==> src/rtl/rob_pkg.sv <==
// Shared reorder-buffer constants and types used by the commit controller and its bench.
package rob_pkg;

    localparam int ROB_DEPTH  = 8;
    localparam int ROB_IDX_W  = 3;
    localparam int REG_ADDR_W = 5;
    localparam int XLEN       = 32;

    typedef logic [ROB_IDX_W-1:0] rob_idx_t;

    // Entry FSM encodings, exported so the bench can name entry states.
    typedef enum logic [1:0] {
        ENTRY_IDLE   = 2'd0,
        ENTRY_WAIT   = 2'd1,
        ENTRY_COMMIT = 2'd2
    } entry_state_t;

endpackage

==> src/rtl/rob_ptr.sv <==
// Modulo-DEPTH pointer with increment enable; used for both head and tail.
module rob_ptr
    import rob_pkg::*;
#(
    parameter int DEPTH = ROB_DEPTH,
    parameter int IDX_W = ROB_IDX_W
) (
    input  logic             clk,
    input  logic             rst,
    input  logic             inc,
    output logic [IDX_W-1:0] ptr
);

    always_ff @(posedge clk) begin
        if (rst) begin
            ptr <= '0;
        end else if (inc) begin
            ptr <= (ptr == IDX_W'(DEPTH - 1)) ? '0 : ptr + 1'b1;
        end
    end

endmodule

==> src/rtl/rob_commit_ctrl.sv <==
// Reorder-buffer control: in-order allocation, head-entry retirement and register-file write port.
// Optional performance counters are enabled with `define ROB_PERF_CNT_EN.
module rob_commit_ctrl
    import rob_pkg::*;
#(
    parameter int DEPTH = ROB_DEPTH,
    parameter int IDX_W = ROB_IDX_W
) (
    input  logic                    clk,
    input  logic                    rst,
    input  logic                    issue_valid,
    output logic                    issue_ready,
    output logic [DEPTH-1:0]        alloc_sel,
    input  logic [DEPTH-1:0]        entry_busy,
    input  logic [DEPTH-1:0]        entry_wen,
    input  logic [REG_ADDR_W*DEPTH-1:0] entry_dest,
    input  logic [XLEN*DEPTH-1:0]   entry_val,
    output logic [IDX_W-1:0]        head,
    output logic [IDX_W-1:0]        tail,
    output logic [IDX_W:0]          count,
    output logic                    full,
    output logic                    empty,
    output logic                    rf_wen,
    output logic [REG_ADDR_W-1:0]   rf_waddr,
    output logic [XLEN-1:0]         rf_wdata
`ifdef ROB_PERF_CNT_EN
    ,
    output logic [31:0]             perf_commits,
    output logic [31:0]             perf_full_stalls,
    output logic [IDX_W:0]          perf_max_occ
`endif
);

    logic                  alloc;
    logic                  commit;
    logic                  cmt_q;
    logic [IDX_W-1:0]      cidx_q;
    logic [REG_ADDR_W-1:0] cdest_q;

    assign full        = (count == (IDX_W+1)'(DEPTH));
    assign empty       = (count == '0);
    assign issue_ready = ~full;
    assign alloc       = issue_valid & issue_ready;
    assign alloc_sel   = alloc ? (DEPTH'(1) << tail) : '0;
    assign commit      = entry_wen[head] & ~empty;

    rob_ptr #(.DEPTH(DEPTH), .IDX_W(IDX_W)) u_head_ptr (
        .clk (clk),
        .rst (rst),
        .inc (commit),
        .ptr (head)
    );

    rob_ptr #(.DEPTH(DEPTH), .IDX_W(IDX_W)) u_tail_ptr (
        .clk (clk),
        .rst (rst),
        .inc (alloc),
        .ptr (tail)
    );

    // dest is captured at commit because the entry clears it on leaving COMMIT;
    // val is read one cycle later since the CDB result may land in the commit cycle.
    always_ff @(posedge clk) begin
        if (rst) begin
            count   <= '0;
            cmt_q   <= 1'b0;
            cidx_q  <= '0;
            cdest_q <= '0;
        end else begin
            case ({alloc, commit})
                2'b10:   count <= count + 1'b1;
                2'b01:   count <= count - 1'b1;
                default: count <= count;
            endcase
            cmt_q <= commit;
            if (commit) begin
                cidx_q  <= head;
                cdest_q <= entry_dest[head*REG_ADDR_W +: REG_ADDR_W];
            end
        end
    end

    assign rf_wen   = cmt_q;
    assign rf_waddr = cmt_q ? cdest_q : '0;
    assign rf_wdata = cmt_q ? entry_val[cidx_q*XLEN +: XLEN] : '0;

    // Entry busy flags must track the occupancy, except right after a retire.
    always_ff @(posedge clk) begin
        if (!rst && !cmt_q) begin
            assert (count == (IDX_W+1)'($countones(entry_busy)));
        end
    end

`ifdef ROB_PERF_CNT_EN
    always_ff @(posedge clk) begin
        if (rst) begin
            perf_commits     <= '0;
            perf_full_stalls <= '0;
            perf_max_occ     <= '0;
        end else begin
            if (commit && (perf_commits != '1)) begin
                perf_commits <= perf_commits + 1'b1;
            end
            if (issue_valid && full && (perf_full_stalls != '1)) begin
                perf_full_stalls <= perf_full_stalls + 1'b1;
            end
            if (count > perf_max_occ) begin
                perf_max_occ <= count;
            end
        end
    end
`endif

endmodule

==> config.mk <==
export PLATFORM = sky130hd
export DESIGN_NAME = rob_commit_ctrl
export DESIGN_NICKNAME = d
export VERILOG_FILES = /design/src/rtl/rob_pkg.sv /design/src/rtl/rob_ptr.sv /design/src/rtl/rob_commit_ctrl.sv
export SDC_FILE = /design/constraint.sdc
export NUM_CORES = 1
export LEC_CHECK = 0
export CORE_AREA = 3 3 146 148
export CTS_CLUSTER_DIAMETER = 60
export DETAILED_ROUTE_END_ITERATION = 10
export DIE_AREA = 0 0 149 151
export PLACE_DENSITY_LB_ADDON = 0.1
export REMOVE_ABC_BUFFERS = 1
export SYNTH_ARGS = -nofsm -noshare
export SYNTH_HDL_FRONTEND = slang
export SYNTH_SLANG_ARGS = --single-unit
==> constraint.sdc <==
create_clock -name clk -period 3.1 [get_ports clk]
set_clock_uncertainty 0.2 [all_clocks]
set_input_delay 0.62 -clock clk [delete_from_list [all_inputs] [get_ports clk]]
set_output_delay 0.62 -clock clk [all_outputs]
set_load 0.05 [all_outputs]
==> results of run 1 <==
area by class of cell:
type	count	area (um2)
Fill cell	1988	12400
Timing Repair Buffer	389	3940
Multi-Input combinational cell	238	3040
Sequential cell	19	387
Tap cell	270	338
Clock buffer	4	78.8
Inverter	10	37.5
Antenna cell	1	2.50
placed cells by master, fill, tap and decap left out, types with 8 or more instances in the layout:
master,count
ha_1,8
dlygate4sd2_1,8
buf_4,52
mux2i_1,35
clkdlybuf4s50_1,310
inv_1,8
mux4_2,68
nand2_1,8
nor2b_1,33
and3_1,8
dfxtp_1,16
nor2_1,10
a21oi_1,11
mux4_1,10
buf_12,18
flip-flops by register name, indices dropped and copies added (netlist names):
| name | flops |
|---|---|
| u_head_ptr.ptr | 3 |
| rf_wen | 1 |
| u_tail_ptr.ptr | 3 |
| cdest_q | 5 |
| count | 4 |
| cidx_q | 3 |
timing repair:
action / CTS / global route
endpoints found under the setup margin: 1 / 1
pin swaps: 4 / 0
gates cloned: 0 / 0
resized for setup: 13 / 0
buffers inserted: 0 / 1
endpoints found under the hold margin: 0 / 0
worst max-delay path, stage by stage:
cell and delay [ns]:
dlygate4sd2_1 0.24, mux4_2 0.52, mux2i_4 0.19, nor2_2 0.08, ha_2 0.21, ha_4 0.21, a21o_1 0.16, a21oi_2 0.13
mux2i_1 0.21, mux2_2 0.35
power groups by stage:
| stage | combinational (W) | clock (W) | sequential (W) |
|---|---|---|---|
| after floorplan | 0.00127 | 0 | 0.000638 |
| after global placement | 0.00266 | 0 | 0.000408 |
| after detailed placement | 0.00268 | 0 | 0.000410 |
| after CTS | 0.00272 | 0.000279 | 0.000411 |
| after global routing | 0.00288 | 0.000287 | 0.000425 |
| final | 0.00270 | 0.000270 | 0.000408 |
worst min path at each step:
stage                           from         end  slack [ns]  cells after the start
after global routing      cdest_q[2]  cdest_q[2]        0.31                      2
final                     cdest_q[1]  cdest_q[1]        0.28                      2
after detailed placement  cdest_q[2]  cdest_q[2]        0.27                      2
after floorplan           cdest_q[1]  cdest_q[1]        0.24                      2
after CTS                 cdest_q[2]  cdest_q[2]        0.28                      2
after global placement    cdest_q[2]  cdest_q[2]        0.26                      2
cells by family after synthesis:
| family | synth area share [%] |
|---|---|
| buffers and inverters | 5.41 |
| xor gates and xnor gates | 0.489 |
| adders and majority gates | 4.40 |
| and+or+nand+nor | 12.3 |
| AOI/OAI and AO/OA | 3.98 |
| muxes | 62.8 |
| DFF | 10.6 |
per-layer routing:
| metal | vias to the layer above | GRT usage, % | wire, um |
|---|---|---|---|
| li1 | 1929 | - | - |
| met3 | 12 | 3.50 | 1540 |
| met5 | - | 0 | 29 |
| met1 | 2009 | 20.8 | 7970 |
| met2 | 200 | 30.2 | 10800 |
| met4 | 4 | 2.56 | 169 |
stage by stage:
stage / std cells / total power, W / setup TNS [ns] / util, % / hold WS, ns
2_1_floorplan: 267 / 0.00190 / -57.97 / - / 0.243
3_3_place_gp: 925 / 0.00307 / -0.574 / 38.2 / 0.264
3_5_place_dp: 925 / 0.00309 / -0.777 / 38.2 / 0.267
4_1_cts: 929 / 0.00341 / 0 / 38.7 / 0.278
5_1_grt: 931 / 0.00359 / 0 / 38.8 / 0.312
6_report: 931 / 0.00338 / 0 / 38.8 / 0.281
==> results.toml, run 1 <==
[power_and_ir_drop]
intPower_w = 0.00184
power_frac_comb_pct = 79.9
p_per_area_nw_per_um2 = 432
swShare_pct = 45.4
peakVddDrop_mv = 0.422
power_leakage_nw = 2.78
seq_power_share_pct = 12.1
p_clk_share_pct = 8.0
power.switching_w = 0.00153

[grt]
grt_usage_pct = 16.7
overflow = 0
grt_pass1_vias = 4441
grt_pass1_wl_mm = 28.7
antenna_found_initial = 4
grt_start_max_net_pins = 66

[critical_path]
endpoint_kind = "flop"
regToRegStartpoint = "u_head_ptr.ptr[1]"
cp_data_required_time_ns = 3.04
critPathCapture = "count[3]"
cp_max_fo = 2
r2r_slack_ns = 0.23
arrival_ns = 2.92
regToRegEndpoint = "count[3]"
cp-startpoint = "entry_wen[7]"
setup.worst_path.class = "in -> reg"
startpoint_type = "input port"
rr_worst_depth = 9

[clock_network]
cts_tree = "done"
htree_levels = 1
clkLatencyLatePin_ns = 0.25
cts.sinks = 19
clk_pin_slew_ns = 0.05
hold_buffers = 0
clockRootBuffer = "clkbuf_16"
cts_buffers = 3
cts_buffer_depth = 2

[floorplanning]
ioPinCount = 374
core_um2 = 20200
initial_core_util_pct = 17.8
die_y_um = 151
row_count = 52
die_w_um = 149
dieArea_um2 = 22500

[detailed_routing]
wirelength_mm = 20.5
antenna_left = 0
drtIter0Drc = 91
num_vias = 4154
dr.pass1.iters = 4
vias_per_cell = 4.46
wl_per_cell_um = 22.0
route.detailed.drc = 0

[synthesis]
synth_edf_count = 0
synth_common_cells = "mux4_2, mux2i_1, nor2b_1"
synth_top_area_cell = "mux4_2"
yosys_most_used_dff = "dfxtp_1"
ys_seq_elements = 19
yosysTopAreaCellShare_pct = 42.7
netlist_area_um2 = 3580
synth_cell_types = 37
synthArstFlopShare_pct = 0
synth.most_common_cell = "mux4_2"
yosysSeqAreaShare_pct = 10.6
syn_inst = 298
syn_avg_cell_area_um2 = 12.0
ys_top_cells_by_area = "mux4_2, dfxtp_1, mux2i_1"
yosys_warnings = 0

[place]
port_buffers = 365
place_area_um2 = 7700
gp_congestion = 0.796
hpwl_mm = 17.5
pre_cts_slack_ns = -0.489

[timing]
final_max_slew_viol_count = 0
min_period_ns = 2.98
max_slew_margin_pct = 60.0
worst_slack_ns = 0.117
fmax_mhz = 335
rsz0062_at_grt = "false"
setup_viol = 0
final_hold_viol_count = 0
min_period_over_period_pct = 96.2
tightest_slew_ns = 0.600

[outcome]
status = "finished clean"

[final_layout]
drive_above_1_share_pct = 24.5
area_delta_synth_final_pct = 118
final_net_count = 988
design_area_um2 = 7820

[worst_hold_path]
hp-class = "reg -> reg"

[job]
drv_cap = 0
Power figures use the tool's default switching activity.
==> run 2: changes to the inputs <==
==> constraint.sdc (replaced) <==
create_clock -name clk -period 2.4 [get_ports clk]
set_clock_uncertainty 0.2 [all_clocks]
set_input_delay 0.48 -clock clk [delete_from_list [all_inputs] [get_ports clk]]
set_output_delay 0.48 -clock clk [all_outputs]
set_load 0.05 [all_outputs]
==> run 2 against run 1 <==
The run now ends with setup timing left. Sequential share of layout area shrank 0.38 points. Final cell count is 4.3% higher. Sequential power is 20% higher. Combinational power is 51% higher. First-iteration DRC count is 3.3% lower. Clock-buffer cell count did not move. Clock power is 28% higher. Highest routed layer unchanged. Largest power group unchanged. Hold slack got worse by 0.012 ns. Total power up 46%. Core utilization increased by 3.9 points. Routed wire length rose by 3.9%. Register-to-register slack lost 0.58 ns.
==> results.toml, run 2 (synthesis gave the netlist of run 1 again) <==
[timing]
setup_viol = 41
fmax_mhz = 362
max_slew_margin_pct = 66.4
tightest_slew_ns = 0.503
rsz0062_at_grt = "true"
min_period_ns = 2.77
final_max_slew_viol_count = 0
setup_tns_ns = -4.53
min_period_over_period_pct = 115
holdWs_ns = 0.268
worst_slack_ns = -0.365
final_hold_viol_count = 0

[critical_path]
r2r_slack_ns = -0.35
crit_family = "multiplexers"
cp_slowest_cell = "mux4_2"
setup.worst_path.class = "in -> reg"
rr_worst_depth = 9
critPathMaxStageDelay_ns = 0.51
endpoint_kind = "flop"
path_common_cell = "ha_4"
arrival_ns = 2.71
startpoint_type = "input port"
cp_data_required_time_ns = 2.34
cp.buffers_inverters = 1
regToRegEndpoint = "count[3]"
cp_max_fo = 2
regToRegStartpoint = "u_head_ptr.ptr[1]"
crit_chain = "clkdlybuf4s15_1 > mux4_2 > mux2i_4 > nor2_4 > ha_4 > ha_4 > a21o_1 > a21oi_2 > mux2i_1 > mux2_2"

[final_layout]
final_common_cell = "clkdlybuf4s50_1"
final_cell_mix = "clkdlybuf4s50_1, mux4_2, buf_6, buf_4, buf_12"
drive_above_1_share_pct = 32.7
reg.largest.list = "cdest_q: 5 flops, count: 4 flops"
final_net_count = 1028
largest_reg_flops = 5
top_register = "cdest_q"
utilization_pct = 42.6
area_delta_synth_final_pct = 140

[grt]
grt_start_max_net_pins = 38
overflow = 0
grt_pass1_wl_mm = 29.6
antenna_found_initial = 4
grt_pass1_vias = 4515
grt_usage_pct = 17.4

[clock_network]
clk_pin_slew_ns = 0.06
clkLatencyLatePin_ns = 0.25
htree_levels = 1
clockRootBuffer = "clkbuf_16"
cts_buffers = 3
hold_buffers = 0
cts_tree = "done"
cts.sinks = 19
cts_buffer_depth = 2

[place]
gp_congestion = 0.774
hpwl_mm = 17.9
port_buffers = 365

[outcome]
status = "complete, but fails checks"
violations = "setup timing"

[floorplanning]
initial_core_util_pct = 17.8
ioPinCount = 374
core_um2 = 20200
dieArea_um2 = 22500
die_w_um = 149
die_y_um = 151
row_count = 52

[detailed_routing]
wirelength_mm = 21.3
wl_per_cell_um = 22.0
antenna_left = 0
vias_per_cell = 4.45
drtIter0Drc = 88
route.detailed.drc = 0
dr.pass1.iters = 4
num_vias = 4325

[power_and_ir_drop]
p_per_area_nw_per_um2 = 572
peakVddDrop_mv = 0.764
power_leakage_nw = 3.14

[worst_hold_path]
hp-class = "reg -> reg"
hold_path_startpoint = "cdest_q[3]"
hold_end = "cdest_q[3]"
whs_path_depth = 2

[job]
drv_cap = 0
-- run 2: cell types whose count changed in the layout (fill, tap and decap cells not counted), sizes merged --
cell           delta
dlymetal6s2s      +5
clkdlybuf4s15     +6
clkdlybuf4s50    -17
buf              +47
dlygate4sd2       -1
-- run 2: where the power goes --
group | internal, W | switching [W] | total (W)
Sequential | 0.000413 | 0.0000753 | 0.000489
Clock | 0.000226 | 0.000120 | 0.000346
Combinational | 0.00216 | 0.00193 | 0.00409
Total | 0.00280 | 0.00212 | 0.00492
-- run 2: timing repair --
action / 4_1_cts / 5_1_grt
pin swaps: 7 / 2
cloned: 4 / 0
gates resized for setup: 94 / 33
buffers inserted: 23 / 11
endpoints found under the setup margin: 42 / 44
-- run 2: worst min-delay path: stages, from the launching register on --
cell     delay (ns)
dfxtp_1        0.30
o21ai_0        0.06
a21oi_1        0.06
-- run 2: per-layer routing --
| layer | routed length (um) | share of wire, % | global-route usage [%] |
|---|---|---|---|
| met5 | 31 | 0.15 | 0 |
| met4 | 145 | 0.68 | 2.43 |
| met3 | 1650 | 7.7 | 3.68 |
| met2 | 11500 | 54 | 32.6 |
| met1 | 7960 | 37 | 21.0 |
-- run 2: area by class of cell --
class	instances	area (um2)
timing repair buffer	429	4620
inverter	10	40.0
clock buffer	4	78.8
fill	1924	11600
sequential	19	393
tap	270	338
antenna	1	2.50
multi-input combinational	238	3120
-- run 2: per-stage QoR --
step                area [um2]  std cells  setup slack, ns  total power (W)
CTS                       8600        971           -0.379          0.00501
finish                    8600        971           -0.365          0.00492
global route              8600        971           -0.426          0.00521
global placement          7960        940            -1.03          0.00411
floorplan                 3430        267            -2.34          0.00246
detailed placement        7960        940            -1.05          0.00414
-- run 2: worst max-delay path by stage --
stage / from / endpoint / slack (ns) / cells past startpoint
3_5_place_dp: entry_wen[6] / count[3] / -1.05 / 10
6_report: entry_wen[1] / count[3] / -0.37 / 10
5_1_grt: u_head_ptr.ptr[1] / count[3] / -0.43 / 9
2_1_floorplan: cidx_q[0] / rf_wdata[0] / -2.34 / 3
4_1_cts: u_head_ptr.ptr[1] / count[3] / -0.38 / 9
3_3_place_gp: entry_wen[6] / count[3] / -1.03 / 10
==> run 3: changes to the inputs <==
--- a/config.mk
+++ b/config.mk
@@ -10,6 +10,7 @@
 export DETAILED_ROUTE_END_ITERATION = 10
 export DIE_AREA = 0 0 149 151
 export PLACE_DENSITY_LB_ADDON = 0.1
+export RECOVER_POWER = 100
 export REMOVE_ABC_BUFFERS = 1
 export SYNTH_ARGS = -nofsm -noshare
 export SYNTH_HDL_FRONTEND = slang
==> constraint.sdc (replaced) <==
create_clock -name clk -period 2.3 [get_ports clk]
set_clock_uncertainty 0.2 [all_clocks]
set_input_delay 0.46 -clock clk [delete_from_list [all_inputs] [get_ports clk]]
set_output_delay 0.46 -clock clk [all_outputs]
set_load 0.05 [all_outputs]
==> run 3 against run 2 <==
The run still ends with setup timing left. Total power rose by 3.8%. Routed wire length decreased by 0.65%. Sequential cell count unchanged. Global-route usage decreased by 0.15 points. Clock-buffer cell count stayed put. Core utilization about the same. Non-clock buffer count shrank 10. Hold slack improved by 0.010 ns. Critical endpoint unchanged. Highest routed layer unchanged.
==> results.toml, run 3 (synthesis gave the netlist of run 1 again) <==
[critical_path]
cp_slowest_cell = "mux4_2"
startpoint_type = "input port"
cp_max_fo = 2
crit_family = "multiplexers"
cp_data_required_time_ns = 2.24
critPathMaxStageDelay_ns = 0.52
arrival_ns = 2.67
cp.buffers_inverters = 1
path_common_cell = "ha_4"
setup.worst_path.class = "in -> reg"
crit_chain = "clkdlybuf4s15_1 > mux4_2 > mux2i_4 > nor2_4 > ha_4 > ha_4 > a21o_1 > a21oi_2 > mux2i_1 > mux2_2"
endpoint_kind = "flop"

[power_and_ir_drop]
power_leakage_nw = 3.05
p_per_area_nw_per_um2 = 595
peakVddDrop_mv = 0.638

[grt]
grt_pass1_wl_mm = 29.5
grt_start_max_net_pins = 39
grt_usage_pct = 17.3
overflow = 0
grt_pass1_vias = 4658
antenna_found_initial = 5

[floorplanning]
dieArea_um2 = 22500
die_y_um = 151
die_w_um = 149
core_um2 = 20200
initial_core_util_pct = 17.8
ioPinCount = 374
row_count = 52

[clock_network]
cts_tree = "done"
clockRootBuffer = "clkbuf_16"
htree_levels = 1
clk_pin_slew_ns = 0.05
hold_buffers = 0
cts_buffers = 3
cts.sinks = 19
cts_buffer_depth = 2
clkLatencyLatePin_ns = 0.25

[detailed_routing]
wl_per_cell_um = 22.0
route.detailed.drc = 0
num_vias = 4302
wirelength_mm = 21.2
vias_per_cell = 4.47
dr.pass1.iters = 4
antenna_left = 0
drtIter0Drc = 99

[final_layout]
utilization_pct = 42.6
top_register = "cdest_q"
multi_input_area_um2 = 3120
final_cell_mix = "clkdlybuf4s50_1, mux4_2, buf_12, buf_6, mux2i_1"
design_area_um2 = 8590
final_common_cell = "clkdlybuf4s50_1"
area_delta_synth_final_pct = 140
regArea_um2 = 393
reg.largest.list = "cdest_q: 5 flops, count: 4 flops"
drive_above_1_share_pct = 31.2
final_net_count = 1018
fillers = 1889
largest_reg_flops = 5

[timing]
tightest_slew_ns = 0.615
final_hold_viol_count = 0
fmax_mhz = 365
setup_viol = 45
max_slew_margin_pct = 59.0
final_max_slew_viol_count = 0
min_period_ns = 2.74
min_period_over_period_pct = 119
worst_slack_ns = -0.437
rsz0062_at_grt = "true"

[job]
drv_cap = 0

[place]
place_area_um2 = 7970
hpwl_mm = 17.7
gp_congestion = 0.779
port_buffers = 365

[worst_hold_path]
hp-class = "reg -> reg"

[outcome]
status = "complete, but fails checks"
violations = "setup timing"
## run 3: cell count changes in the layout (fill, tap and decap cells not counted), moves of 3 or more
| cell | delta |
|---|---|
| clkdlybuf4s50_1 | +9 |
| buf_12 | +3 |
| buf_16 | +3 |
| buf_4 | -14 |
| buf_6 | -5 |
| dlymetal6s2s_1 | -4 |
| dlygate4sd2_1 | -6 |
## run 3: repair_timing
item,4_1_cts,5_1_grt
resized for setup,91,20
setup endpoints to repair,42,43
buffers inserted,16,4
cloned,5,0
hold endpoints to repair,0,0
pin swaps,7,5
## run 3: area by class of cell
cell class | count | area share (%)
multi-input combinational | 238 | 36.3
timing repair buffer | 419 | 53.7
inverter | 10 | 0.466
sequential | 19 | 4.57
antenna | 2 | 0.0583
clock buffer | 4 | 0.918
tap | 270 | 3.93
## run 3: final timing paths
path | end | cells after the start | startpoint | slack (ns)
hold reg to reg | cdest_q[1] | 2 | cdest_q[1] | 0.28
setup / recovery | count[3] | 10 | entry_wen[7] | -0.44
setup reg to reg | count[3] | 9 | u_head_ptr.ptr[1] | -0.43
hold / removal | cdest_q[1] | 2 | cdest_q[1] | 0.28
## run 3: where the power goes
group	internal, W	leakage (nW)	total [W]	switching, W
registers	0.000431	0.158	0.000507	0.0000761
logic	0.00224	2.85	0.00424	0.00200
clock network	0.000236	0.0382	0.000357	0.000122
total	0.00291	3.05	0.00511	0.00220
## run 3: tightest hold or removal path, cell delays in order, from the launching register on
cell	delay (ns)
dfxtp_1	0.30
o21ai_0	0.07
a21oi_1	0.06
## run 3: metal layers
layer  routed length (um)  GRT usage, %  vias up
met1                 8060          20.9     2085
met3                 1640          4.31       18
li1                     -             -     1996
met4                  241          3.48        4
met2                11200          31.2      199
met5                   31             0        -
## run 3: through the flow
step | hold WS, ns | total power, W | std cells | setup WS, ns | TNS, ns
after floorplan | 0.243 | 0.00257 | 267 | -2.42 | -85.57
after global placement | 0.263 | 0.00433 | 939 | -1.06 | -6.16
after detailed placement | 0.275 | 0.00436 | 939 | -1.08 | -6.62
after CTS | 0.287 | 0.00516 | 963 | -0.459 | -10.04
after global routing | 0.305 | 0.00541 | 962 | -0.522 | -12.35
final | 0.279 | 0.00511 | 962 | -0.437 | -8.44
